===== config.mk =====
export PLATFORM = sky130hd
export DESIGN_NAME = pipe_flush_ctrl
export DESIGN_NICKNAME = d
export VERILOG_FILES = /design/src/rtl/pipe_flush_ctrl_pkg.sv /design/src/rtl/pfc_valid_shift.sv /design/src/rtl/pipe_flush_ctrl.sv
export SDC_FILE = /design/constraint.sdc
export NUM_CORES = 1
export LEC_CHECK = 0
export ABC_AREA = 0
export BUFFER_PORTS_ARGS = -buffer_cell sky130_fd_sc_hd__buf_2
export CAP_MARGIN = 20
export CORE_ASPECT_RATIO = 1.5
export CORE_MARGIN = 10
export CORE_UTILIZATION = 45
export CTS_CLUSTER_SIZE = 40
export DETAILED_ROUTE_END_ITERATION = 8
export PLACE_DENSITY_LB_ADDON = 0.12
export SETUP_SLACK_MARGIN = 0.05
export SYNTH_ARGS = -nofsm -noshare
export SYNTH_HDL_FRONTEND = slang
export SYNTH_SLANG_ARGS = --single-unit

===== constraint.sdc =====
create_clock -name clk -period 1.75 [get_ports clk]
set_input_delay 0 -clock clk [delete_from_list [all_inputs] [get_ports clk]]
set_output_delay 0 -clock clk [all_outputs]
set_load 0.01 [all_outputs]

===== src/rtl/pipe_flush_ctrl_pkg.sv =====
// Shared types and constants for the pipeline flush/stall controller.
package pipe_flush_ctrl_pkg;

   typedef enum logic [1:0] {
      ST_IDLE   = 2'd0,
      ST_BUBBLE = 2'd1,
      ST_DRAIN  = 2'd2
   } pfc_state_e;

   localparam logic [15:0] EXC_VECTOR_DEF = 16'h0002;

   localparam int unsigned STAGE_IF          = 0;
   localparam int unsigned RESOLVE_STAGE_DEF = 2;
   localparam int unsigned STALL_STAGE_DEF   = 1;

   // Mask with bits 0..n-1 set; callers truncate to their stage count.
   function automatic logic [31:0] low_mask(input int unsigned n);
      if (n >= 32) return '1;
      return (32'd1 << n) - 32'd1;
   endfunction

endpackage


===== src/rtl/pfc_valid_shift.sv =====
// Per-stage valid shift register with squash, stall hold and bubble insertion.
module pfc_valid_shift
   import pipe_flush_ctrl_pkg::*;
#(
   parameter int unsigned NUM_STAGES  = 4,
   parameter int unsigned STALL_STAGE = STALL_STAGE_DEF
) (
   input  logic                  clk,
   input  logic                  rst,
   input  logic                  fetch_valid,
   input  logic                  fetch_hold,
   input  logic                  stall_hold,
   input  logic [NUM_STAGES-1:0] kill,
   output logic [NUM_STAGES-1:0] stage_valid
);

   logic [NUM_STAGES-1:0] valid_nxt;

   // A killed stage never passes its instruction on; a stall freezes the front and bubbles the next stage.
   always_comb begin
      valid_nxt           = '0;
      valid_nxt[STAGE_IF] = fetch_valid & ~fetch_hold & ~(|kill);
      for (int unsigned i = 1; i < NUM_STAGES; i++) begin
         valid_nxt[i] = stage_valid[i-1] & ~kill[i-1];
      end
      if (stall_hold) begin
         for (int unsigned i = 0; i < NUM_STAGES; i++) begin
            if (i <= STALL_STAGE) valid_nxt[i] = stage_valid[i];
         end
         valid_nxt[STALL_STAGE+1] = 1'b0;
      end
   end

   always_ff @(posedge clk or negedge rst) begin
      if (!rst) stage_valid <= '0;
      else      stage_valid <= valid_nxt;
   end

endmodule


===== src/rtl/pipe_flush_ctrl.sv =====
// Flush/stall controller: squashes younger stages, issues fetch redirects, inserts fetch bubbles.
module pipe_flush_ctrl
   import pipe_flush_ctrl_pkg::*;
#(
   parameter int unsigned     NUM_STAGES    = 4,
   parameter int unsigned     RESOLVE_STAGE = RESOLVE_STAGE_DEF,
   parameter int unsigned     STALL_STAGE   = STALL_STAGE_DEF,
   parameter int unsigned     REDIRECT_LAT  = 1,
   parameter int unsigned     PC_W          = 16,
   parameter logic [PC_W-1:0] EXC_VECTOR    = PC_W'(EXC_VECTOR_DEF),
   parameter int unsigned     CNT_W         = 8
) (
   input  logic                  clk,
   input  logic                  rst,
   input  logic                  fetch_valid,
   input  logic                  stall,
   input  logic                  branch_taken,
   input  logic                  jmp,
   input  logic [PC_W-1:0]       target_pc,
   input  logic                  exc_req,
   input  logic                  mem_idle,
   output logic [NUM_STAGES-1:0] stage_valid,
   output logic [NUM_STAGES-1:0] kill,
   output logic                  branch_or_jmp,
   output logic                  redirect_valid,
   output logic [PC_W-1:0]       redirect_pc,
   output logic                  fetch_hold,
   output logic                  flush_busy,
   output logic [CNT_W-1:0]      flush_cnt
);

   localparam int unsigned           BCNT_W   = (REDIRECT_LAT > 1) ? $clog2(REDIRECT_LAT) : 1;
   localparam logic [BCNT_W-1:0]     BCNT_RLD = BCNT_W'(REDIRECT_LAT - 1);
   localparam logic [NUM_STAGES-1:0] KILL_BR  = NUM_STAGES'(low_mask(RESOLVE_STAGE));
   localparam logic [NUM_STAGES-1:0] KILL_EXC = NUM_STAGES'(low_mask(NUM_STAGES - 1));

   pfc_state_e        state, state_nxt;
   logic [BCNT_W-1:0] bcnt, bcnt_nxt;
   logic              redir_nxt;
   logic [PC_W-1:0]   redir_pc_nxt;
   logic              exc_acc;
   logic              stall_hold;

   // While draining for an exception, later exceptions and branches are dropped.
   assign exc_acc       = exc_req & (state != ST_DRAIN);
   assign branch_or_jmp = (branch_taken | jmp) & stage_valid[RESOLVE_STAGE] & ~exc_acc
                          & (state != ST_DRAIN);
   assign kill          = exc_acc ? KILL_EXC : (branch_or_jmp ? KILL_BR : '0);
   assign stall_hold    = stall & ~(branch_or_jmp | exc_acc);

   pfc_valid_shift #(
      .NUM_STAGES  (NUM_STAGES),
      .STALL_STAGE (STALL_STAGE)
   ) u_valid_shift (
      .clk         (clk),
      .rst         (rst),
      .fetch_valid (fetch_valid),
      .fetch_hold  (fetch_hold),
      .stall_hold  (stall_hold),
      .kill        (kill),
      .stage_valid (stage_valid)
   );

   // Next-state logic; exceptions outrank branches, latest branch redirect wins.
   always_comb begin
      state_nxt    = state;
      bcnt_nxt     = bcnt;
      redir_nxt    = 1'b0;
      redir_pc_nxt = redirect_pc;
      case (state)
         ST_IDLE, ST_BUBBLE: begin
            if (exc_acc) begin
               state_nxt = ST_DRAIN;
            end else if (branch_or_jmp) begin
               state_nxt    = ST_BUBBLE;
               redir_nxt    = 1'b1;
               redir_pc_nxt = target_pc;
               bcnt_nxt     = BCNT_RLD;
            end else if (state == ST_BUBBLE) begin
               if (bcnt == '0) state_nxt = ST_IDLE;
               else            bcnt_nxt  = bcnt - BCNT_W'(1);
            end
         end
         ST_DRAIN: begin
            if (mem_idle) begin
               state_nxt    = ST_BUBBLE;
               redir_nxt    = 1'b1;
               redir_pc_nxt = EXC_VECTOR;
               bcnt_nxt     = BCNT_RLD;
            end
         end
         default: state_nxt = ST_IDLE;
      endcase
   end

   always_ff @(posedge clk or negedge rst) begin
      if (!rst) begin
         state          <= ST_IDLE;
         bcnt           <= '0;
         redirect_valid <= 1'b0;
         redirect_pc    <= '0;
         fetch_hold     <= 1'b0;
         flush_busy     <= 1'b0;
      end else begin
         state          <= state_nxt;
         bcnt           <= bcnt_nxt;
         redirect_valid <= redir_nxt;
         redirect_pc    <= redir_pc_nxt;
         fetch_hold     <= (state_nxt != ST_IDLE);
         flush_busy     <= (state_nxt != ST_IDLE);
      end
   end

   // Saturating count of accepted flushes.
   always_ff @(posedge clk or negedge rst) begin
      if (!rst) begin
         flush_cnt <= '0;
      end else if ((branch_or_jmp | exc_acc) && (flush_cnt != '1)) begin
         flush_cnt <= flush_cnt + CNT_W'(1);
      end
   end

endmodule


==> impl_metrics.csv, run 1 <==
group,metric,value,unit
outcome,status,"finished clean",
sta,rsz0062_at_grt,"no",
clocking,post_cts_buffers,0,
global_routing,grt_max_degree,34,
clocking,clock_path_buffers,2,
yosys,ys_types,31,
floorplan,io_pins,60,
clocking,clk_latency,0.28,ns
yosys,syn_nets,163,
pwr,p_total,0.00203,W
finish,areaGrowthSynthToFinish,41.4,%
yosys,synth-edff-count,0,
floorplan,die_y,88.5,um
global_routing,antenna_found_initial,0,
placed_design,dp_slack,0.228,ns
global_routing,grt_pass1_wl,5970,um
sta,fmax,658,MHz
sta,relSlewSlack,53.9,%
clocking,clkSinkCount,32,
finish,final_net_count,240,
finish,final_cell_mix,"58 x buf_2, 35 x nand2_1, 32 x dfrtp_1",
sta,period_minus_slack,1.52,ns
yosys,synth_seq_cells,32,
worst_hold_path,hold_path_class,"input pin to flop",
yosys,synth_area_per_cell,10.2,um2
global_routing,grt-ovfl-total,0,
yosys,yosys_warnings,0,
finish,seq_area,801,um2
setup_path,crit_type,"flop to flop",
yosys,async_reset_ff_share,100,%
setup_path,critPathBufInv,0,
sta,fin_tns_setup,0,ns
finish,drive_gt1_share,34.4,%
placed_design,post-dp-hpwl,2530,um
drt,drc,0,
global_routing,grt_pass1_vias,1277,
floorplan,start_util,47.8,%
finish,antennaDiodeCount,0,
clocking,cts-htree-levels,2,
pwr,p_leak,1.02,nW
setup_path,critPathRequiredTime,1.91,ns
floorplan,die_area,0.00581,mm2
floorplan,core,0.00294,mm2
global_routing,grt_use_total,13.1,%
yosys,synthFlopType,"dfrtp_1",
sta,setup_ws,0.230,ns
drt,dr.first_iter.drc_count,24,
yosys,syn_area,0.00141,mm2
clocking,cts_tree,"built",
floorplan,fp-row-count,24,
drt,drt-wirelength-per-cell,13.9,um
setup_path,arrival,1.69,ns
setup_path,critPathTopFamily,"compound AO/OA/AOI/OAI gates",
clocking,root_buffer,"clkbuf_8",
sta,finalHoldViolCount,0,
flow_run,maxCapViolations,0,
drt,wirelength,3520,um
sta,drv_slew,0,
drt,dr.pass1.iters,4,
yosys,syn_inst,138,
clocking,holdBufCountCts,19,
placed_design,place_congestion,0.758,
sta,finalCritPeriodShare,86.9,%
setup_path,crit_slowest_cell,"dfrtp_1",
drt,vias_per_cell,4.85,
drt,vias,1232,
yosys,yosysSeqAreaShare,56.9,%
sta,setup_viol,0,
pwr,peakVddDrop,0.000663,V
sta,worstMarginPinSlew,0.691,ns
floorplan,fp.dieW,65.6,um
placed_design,port_buffers,58,
setup_path,crit_path_end_kind,"flop",
clocking,clkTransAtPathRegs,0.07,ns
sta,clock_skew,0.00550,ns
clocking,cts_resized,0,
drt,ant_nets,0,
setup_path,worstPathCellList,"nor2b_4 -> a21oi_4 -> o31a_1 -> mux2_1",
finish,final_common_cell,"buf_2",
finish,fillers,265,
pwr,power_density,1020,mW/mm2
setup_path,cp_max_fo,13,
setup_path,critPathLaunchType,"flop",
clocking,numCtsBuffers,5,
setup_path,cpPeakStageDelay,0.41,ns
finish,multiInputGateArea,543,um2
[tightest hold or removal path: stages]
cell	delay, ns
buf_2	0.11
nor3_2	0.05
nand2b_1	0.15
[per-layer routing]
metal	track usage (%)	part of all wire [%]	vias to the layer above
met3	7.72	10	5
met5	0	0	-
met1	13.0	37	577
li1	-	-	611
met2	22.1	51	39
met4	4.69	1.4	0
[Yosys cell counts, types with 3 or more instances]
library cell | number | area [um2]
nor2_1 | 4 | 15.0
o21ai_0 | 16 | 80.1
and3_1 | 4 | 25.0
dfrtp_1 | 32 | 801
nand2_1 | 35 | 131
mux2_1 | 3 | 33.8
a21oi_1 | 4 | 20.0
nand2b_1 | 4 | 25.0
xor2_1 | 3 | 26.3
nand4_1 | 3 | 18.8
buf_4 | 4 | 30.0
[metrics by stage]
step / area (um2) / hold WS, ns / utilization (%) / instances
3_3_place_gp: 1700 / 0.0869 / 57.8 / 228
4_1_cts: 1990 / 0.0785 / 67.6 / 254
2_1_floorplan: 1410 / -0.296 / - / 138
6_report: 1990 / 0.0880 / 67.6 / 254
5_1_grt: 1990 / 0.0942 / 67.6 / 254
3_5_place_dp: 1700 / 0.0947 / 57.8 / 228
[cells by family after synthesis]
family / share of synthesized area (%)
DFF: 56.9
AOI/OAI and AO/OA: 11.7
muxes: 3.91
adders and majority gates: 0.890
and+or+nand+nor: 20.0
other: 0.267
buffers and inverters: 4.45
xor gates and xnor gates: 1.87
[final cells by class]
cell class	instances	share of cell area [%]
sequential	32	40.3
inverter	1	0.189
timing repair buffer	79	24.9
tap	39	2.45
multi-input combinational	96	27.3
clock buffer	7	4.85
[where the power goes]
| part | internal [W] | switching [W] | total, W |
|---|---|---|---|
| clock network | 0.000350 | 0.000251 | 0.000601 |
| logic | 0.000225 | 0.000249 | 0.000474 |
| registers | 0.000841 | 0.000109 | 0.000950 |
| total | 0.00142 | 0.000610 | 0.00203 |
[flip-flops by register name, indices dropped and copies added (netlist names)]
register                   cells
flush_busy                     1
redirect_pc                   16
state                          2
flush_cnt                      8
redirect_valid                 1
u_valid_shift.stage_valid      4
[final timing paths]
kind                                              from                                endpoint  slack, ns  depth (start not counted)
max                                 state[1]$_DFF_PN0_                flush_cnt[1]$_DFFE_PN0P_       0.23                          4
min                                            exc_req                      state[0]$_DFF_PN0_       0.09                          3
max reg2reg                         state[1]$_DFF_PN0_                flush_cnt[1]$_DFFE_PN0P_       0.23                          4
min reg2reg                redirect_pc[11]$_DFFE_PN0P_             redirect_pc[11]$_DFFE_PN0P_       0.51                          2
max in group asynchronous                          rst              redirect_pc[4]$_DFFE_PN0P_       0.99                          2
min in group asynchronous                          rst  u_valid_shift.stage_valid[2]$_DFF_PN0_       0.31                          2
Power figures use the tool's default switching activity.
==> run 2: changes to the inputs <==
- BUFFER_PORTS_ARGS: -buffer_cell sky130_fd_sc_hd__buf_2 -> -buffer_cell sky130_fd_sc_hd__buf_4
==> run 2 against run 1 <==
Via count increased by 2.9%. Count of clock-buffer cells in the layout grew 1. Register-to-register slack got worse by 0.05 ns. Hold slack got worse by 0.038 ns. Sequential share of layout area decreased by 2.8 points. Highest routed layer unchanged. Sequential power up 1%. Clock skew increased by 0.00068 ns. Non-clock buffer count rose by 1. Routed wire length rose by 7.5%. Critical path depth stayed put. Combinational power rose by 17%.
==> impl_metrics.csv, run 2 (same netlist as run 1, synthesis figures left out) <==
group,metric,value,unit
setup_path,regToRegSetupSlack,0.18,ns
setup_path,crit_type,"flop to flop",
drt,dr.first_iter.drc_count,37,
pwr,intPower,0.00146,W
global_routing,antenna_found_initial,0,
finish,largest_register_ffs,16,
finish,areaGrowthSynthToFinish,51.8,%
floorplan,start_util,47.8,%
finish,drive_gt1_share,34.1,%
floorplan,die_y,88.5,um
clocking,clock_path_buffers,2,
sta,drv_slew,0,
clocking,clkTransAtPathRegs,0.06,ns
sta,fmax,637,MHz
finish,final_common_cell,"buf_4",
setup_path,cpPeakStageDelay,0.41,ns
setup_path,crit_path_end_kind,"flop",
placed_design,dp_slack,0.202,ns
pwr,p_switching,0.000628,W
floorplan,fp-row-count,24,
sta,rsz0062_at_grt,"no",
setup_path,critPathRequiredTime,1.92,ns
sta,fin_tns_setup,0,ns
flow_run,maxCapViolations,0,
drt,vias_per_cell,4.95,
finish,final_cell_mix,"61 x buf_4, 35 x nand2_1, 32 x dfrtp_1",
placed_design,port_buffers,58,
floorplan,fp.dieW,65.6,um
sta,setup_ws,0.179,ns
clocking,cts_tree,"built",
pwr,clkPwrFrac,27.4,%
pwr,power_frac_seq,46.1,%
floorplan,core,0.00294,mm2
clocking,root_buffer,"clkbuf_8",
sta,clock_skew,0.00617,ns
pwr,p_leak,1.05,nW
global_routing,grt-ovfl-total,0,
clocking,clk_latency,0.28,ns
setup_path,cp_max_fo,4,
drt,wirelength,3790,um
global_routing,grt_pass1_wl,6390,um
floorplan,io_pins,60,
clocking,post_cts_buffers,0,
clocking,clkSinkCount,32,
drt,dr.pass1.iters,4,
pwr,peakVddDrop,0.000658,V
sta,finalHoldViolCount,0,
finish,fillers,214,
pwr,p_total,0.00209,W
finish,antennaDiodeCount,0,
finish,final_util,72.5,%
sta,setup_viol,0,
drt,drc,0,
finish,final_net_count,241,
global_routing,grt_pass1_vias,1344,
placed_design,post-dp-hpwl,2690,um
sta,finalCritPeriodShare,89.8,%
global_routing,grt_max_degree,34,
sta,period_minus_slack,1.57,ns
finish,regMostFlops,"redirect_pc",
setup_path,arrival,1.74,ns
drt,ant_nets,0,
setup_path,critPathLaunchType,"flop",
pwr,combPwrFrac,26.6,%
placed_design,place_congestion,0.783,
floorplan,die_area,0.00581,mm2
setup_path,critPathTopFamily,"flip-flops",
sta,whs,0.0500,ns
clocking,holdBufCountCts,19,
global_routing,grt_use_total,13.9,%
pwr,power_density,978,mW/mm2
finish,reg_top3,"redirect_pc x16, flush_cnt x8, u_valid_shift.stage_valid x4",
pwr,p_sw_share,30.1,%
worst_hold_path,hold_path_class,"input pin to flop",
clocking,cts_resized,0,
setup_path,critPathBufInv,0,
setup_path,worstPathCellList,"ha_1 -> nand3_1 -> o31a_1 -> mux2_1",
drt,drt-wirelength-per-cell,14.8,um
clocking,cts-htree-levels,2,
clocking,numCtsBuffers,5,
setup_path,crit_slowest_cell,"dfrtp_1",
outcome,status,"finished clean",
drt,vias,1268,
-- run 2: worst paths after layout --
path | end | start | depth (start not counted)
min reg2reg | redirect_pc[5]$_DFFE_PN0P_ | redirect_pc[5]$_DFFE_PN0P_ | 2
min in group asynchronous | flush_cnt[6]$_DFFE_PN0P_ | rst | 2
max in group asynchronous | redirect_pc[4]$_DFFE_PN0P_ | rst | 2
max reg2reg | flush_cnt[1]$_DFFE_PN0P_ | flush_cnt[0]$_DFFE_PN0P_ | 4
max | flush_cnt[1]$_DFFE_PN0P_ | flush_cnt[0]$_DFFE_PN0P_ | 4
min | state[0]$_DFF_PN0_ | exc_req | 3
-- run 2: layout make-up --
cell class                 count  area (um2)  area share, %
tap                           39        48.8           2.29
inverter                       1        3.75          0.176
sequential                    32         801           37.5
clock buffer                   8        90.1           4.22
multi-input combinational     96         543           25.4
timing repair buffer          80         648           30.4
-- run 2: metrics by stage --
| step | instances | instance area (um2) |
|---|---|---|
| floorplan | 138 | 1410 |
| global placement | 229 | 1850 |
| detailed placement | 229 | 1850 |
| CTS | 256 | 2130 |
| global route | 256 | 2130 |
| finish | 256 | 2130 |
-- run 2: per-layer routing --
metal / vias up / track usage (%) / wire, um
li1: 613 / - / -
met5: - / 0 / 0
met2: 50 / 23.3 / 1950
met1: 595 / 13.5 / 1330
met3: 10 / 7.34 / 394
met4: 0 / 7.23 / 113
-- run 2: power groups by stage --
stage          combinational [W]  sequential (W)  clock [W]
6_report                0.000555        0.000962   0.000571
5_1_grt                 0.000614        0.000980   0.000623
4_1_cts                 0.000566        0.000961   0.000602
3_5_place_dp            0.000529        0.000975          0
3_3_place_gp            0.000517        0.000962          0
2_1_floorplan           0.000224        0.000994          0
-- run 2: tightest hold or removal path, stage by stage --
cell      delay, ns
buf_4          0.10
nor3_2         0.04
nand2b_1       0.14
==> run 3: changes to the inputs <==
- CORE_MARGIN: 10 -> not set
- CTS_BUF_LIST: not set -> sky130_fd_sc_hd__clkbuf_4 sky130_fd_sc_hd__clkbuf_8 sky130_fd_sc_hd__clkbuf_16
==> run 3 against run 2 <==
Die area down 42%. Sequential share of layout area up 0.18 points. Combinational power down 3%. Largest cell class unchanged. Largest power group unchanged. Highest routed layer unchanged.
==> impl_metrics.csv, run 3 (same netlist as run 1, synthesis figures left out) <==
group,metric,value,unit
outcome,status,"finished clean",
setup_path,critPathRequiredTime,1.93,ns
finish,final_net_count,239,
global_routing,grt_pass1_vias,1228,
floorplan,die_area,0.00336,mm2
sta,finalCritPeriodShare,88.1,%
drt,wirelength,3190,um
drt,drt-wirelength-per-cell,12.6,um
global_routing,grt_max_degree,34,
placed_design,place_congestion,0.793,
floorplan,start_util,47.8,%
global_routing,grt-ovfl-total,0,
drt,vias_per_cell,4.98,
setup_path,crit_slowest_cell,"dfrtp_1",
setup_path,crit_type,"flop to flop",
drt,vias,1266,
setup_path,worstPathCellList,"ha_1 -> nand3_1 -> o31a_1 -> mux2_1",
sta,setup_ws,0.208,ns
setup_path,crit_path_end_kind,"flop",
finish,areaGrowthSynthToFinish,51.1,%
drt,dr.pass1.iters,4,
pwr,power_density,992,mW/mm2
clocking,clock_path_buffers,2,
clocking,clkTransAtPathRegs,0.07,ns
finish,final_cell_mix,"60 x buf_4, 35 x nand2_1, 32 x dfrtp_1",
finish,antennaDiodeCount,0,
setup_path,arrival,1.72,ns
flow_run,maxCapViolations,0,
finish,stdcell_count,254,
finish,largest_register_ffs,16,
sta,fin_tns_setup,0,ns
clocking,cts_tree,"built",
sta,drv_slew,0,
sta,rsz0062_at_grt,"no",
global_routing,antenna_found_initial,0,
placed_design,dpl-instance-area,0.00185,mm2
sta,clock_skew,0.00578,ns
placed_design,port_buffers,58,
finish,final_common_cell,"buf_4",
finish,reg_top3,"redirect_pc x16, flush_cnt x8, u_valid_shift.stage_valid x4",
sta,fmax,649,MHz
finish,fin_area,0.00212,mm2
setup_path,critPathLaunchType,"flop",
setup_path,critPathBufInv,0,
worst_hold_path,hold_path_class,"input pin to flop",
placed_design,placed_cells,228,
sta,setup_viol,0,
floorplan,fp-row-count,24,
clocking,cts-htree-levels,2,
floorplan,die_y,70.5,um
finish,drive_gt1_share,34.9,%
setup_path,cp_max_fo,4,
global_routing,grt_use_total,22.5,%
drt,drc,0,
placed_design,post-dp-hpwl,2120,um
global_routing,grt_pass1_wl,5310,um
sta,finalHoldViolCount,0,
sta,period_minus_slack,1.54,ns
drt,ant_nets,0,
clocking,numCtsBuffers,5,
finish,regMostFlops,"redirect_pc",
clocking,clk_latency,0.29,ns
floorplan,io_pins,60,
pwr,peakVddDrop,0.000785,V
floorplan,fp.dieW,47.6,um
drt,dr.first_iter.drc_count,29,
placed_design,dp_slack,0.222,ns
pwr,p_leak,1.05,nW
clocking,clkSinkCount,32,
setup_path,critPathTopFamily,"flip-flops",
setup_path,cpPeakStageDelay,0.40,ns
floorplan,core,0.00294,mm2
clocking,cts_resized,0,
clocking,root_buffer,"clkbuf_8",
## run 3: cell count changes in the layout (fill, tap and decap cells not counted)
cell	previous run	this run
clkbuf_4	0	2
buf_4	61	60
dlygate4sd3_1	19	18
clkbuf_1	2	0
## run 3: per-layer routing
layer | GRT usage [%] | up-vias | routed length [um]
li1 | - | 612 | -
met1 | 24.0 | 595 | 1200
met2 | 38.5 | 53 | 1730
met3 | 8.01 | 6 | 209
met4 | 8.33 | 0 | 54
met5 | 0 | - | 0
## run 3: final timing paths
path                                                from                                  endpoint  slack (ns)  cells after the start
worst max-delay path            flush_cnt[0]$_DFFE_PN0P_                  flush_cnt[1]$_DFFE_PN0P_        0.21                      4
worst min register to register  flush_cnt[0]$_DFFE_PN0P_                  flush_cnt[0]$_DFFE_PN0P_        0.53                      1
max in group asynchronous                            rst  u_valid_shift.stage_valid[0]$_DFFE_PN0N_        1.28                      2
min in group asynchronous                            rst                  redirect_valid$_DFF_PN0_        0.17                      2
worst max register to register  flush_cnt[0]$_DFFE_PN0P_                  flush_cnt[1]$_DFFE_PN0P_        0.21                      4
worst min-delay path                            mem_idle                redirect_pc[1]$_DFFE_PN0P_        0.02                      3
## run 3: timing repair
| item | CTS | global route |
|---|---|---|
| setup buffers | 0 | 0 |
| hold buffers | 18 | 0 |
| endpoints found under the hold margin | 49 | 0 |
## run 3: power by group
group | internal, W | leakage (nW) | switching [W] | total (W)
Clock | 0.000351 | 0.0523 | 0.000261 | 0.000612
Combinational | 0.000292 | 0.571 | 0.000244 | 0.000537
Sequential | 0.000841 | 0.424 | 0.000117 | 0.000959
Total | 0.00149 | 1.05 | 0.000623 | 0.00211
## run 3: area by class of cell
class / instances / area [um2]
multi-input cells: 96 / 543
flip-flops and latches: 32 / 801
well taps: 39 / 48.8
fillers: 239 / 818
inverters: 1 / 3.75
repair buffers: 78 / 631
clock buffers: 8 / 97.6
## run 3: worst min-delay path, stage by stage
cell,delay (ns)
buf_4,0.09
a21oi_1,0.05
o21ai_0,0.13
## run 3: stage by stage
step                      power, W  utilization (%)  hold slack (ns)
after floorplan            0.00122                -           -0.296
after global routing       0.00223             72.2           0.0563
after global placement     0.00146             62.8          -0.0452
final                      0.00211             72.2           0.0244
after CTS                  0.00212             72.2           0.0284
after detailed placement   0.00148             62.8          -0.0371
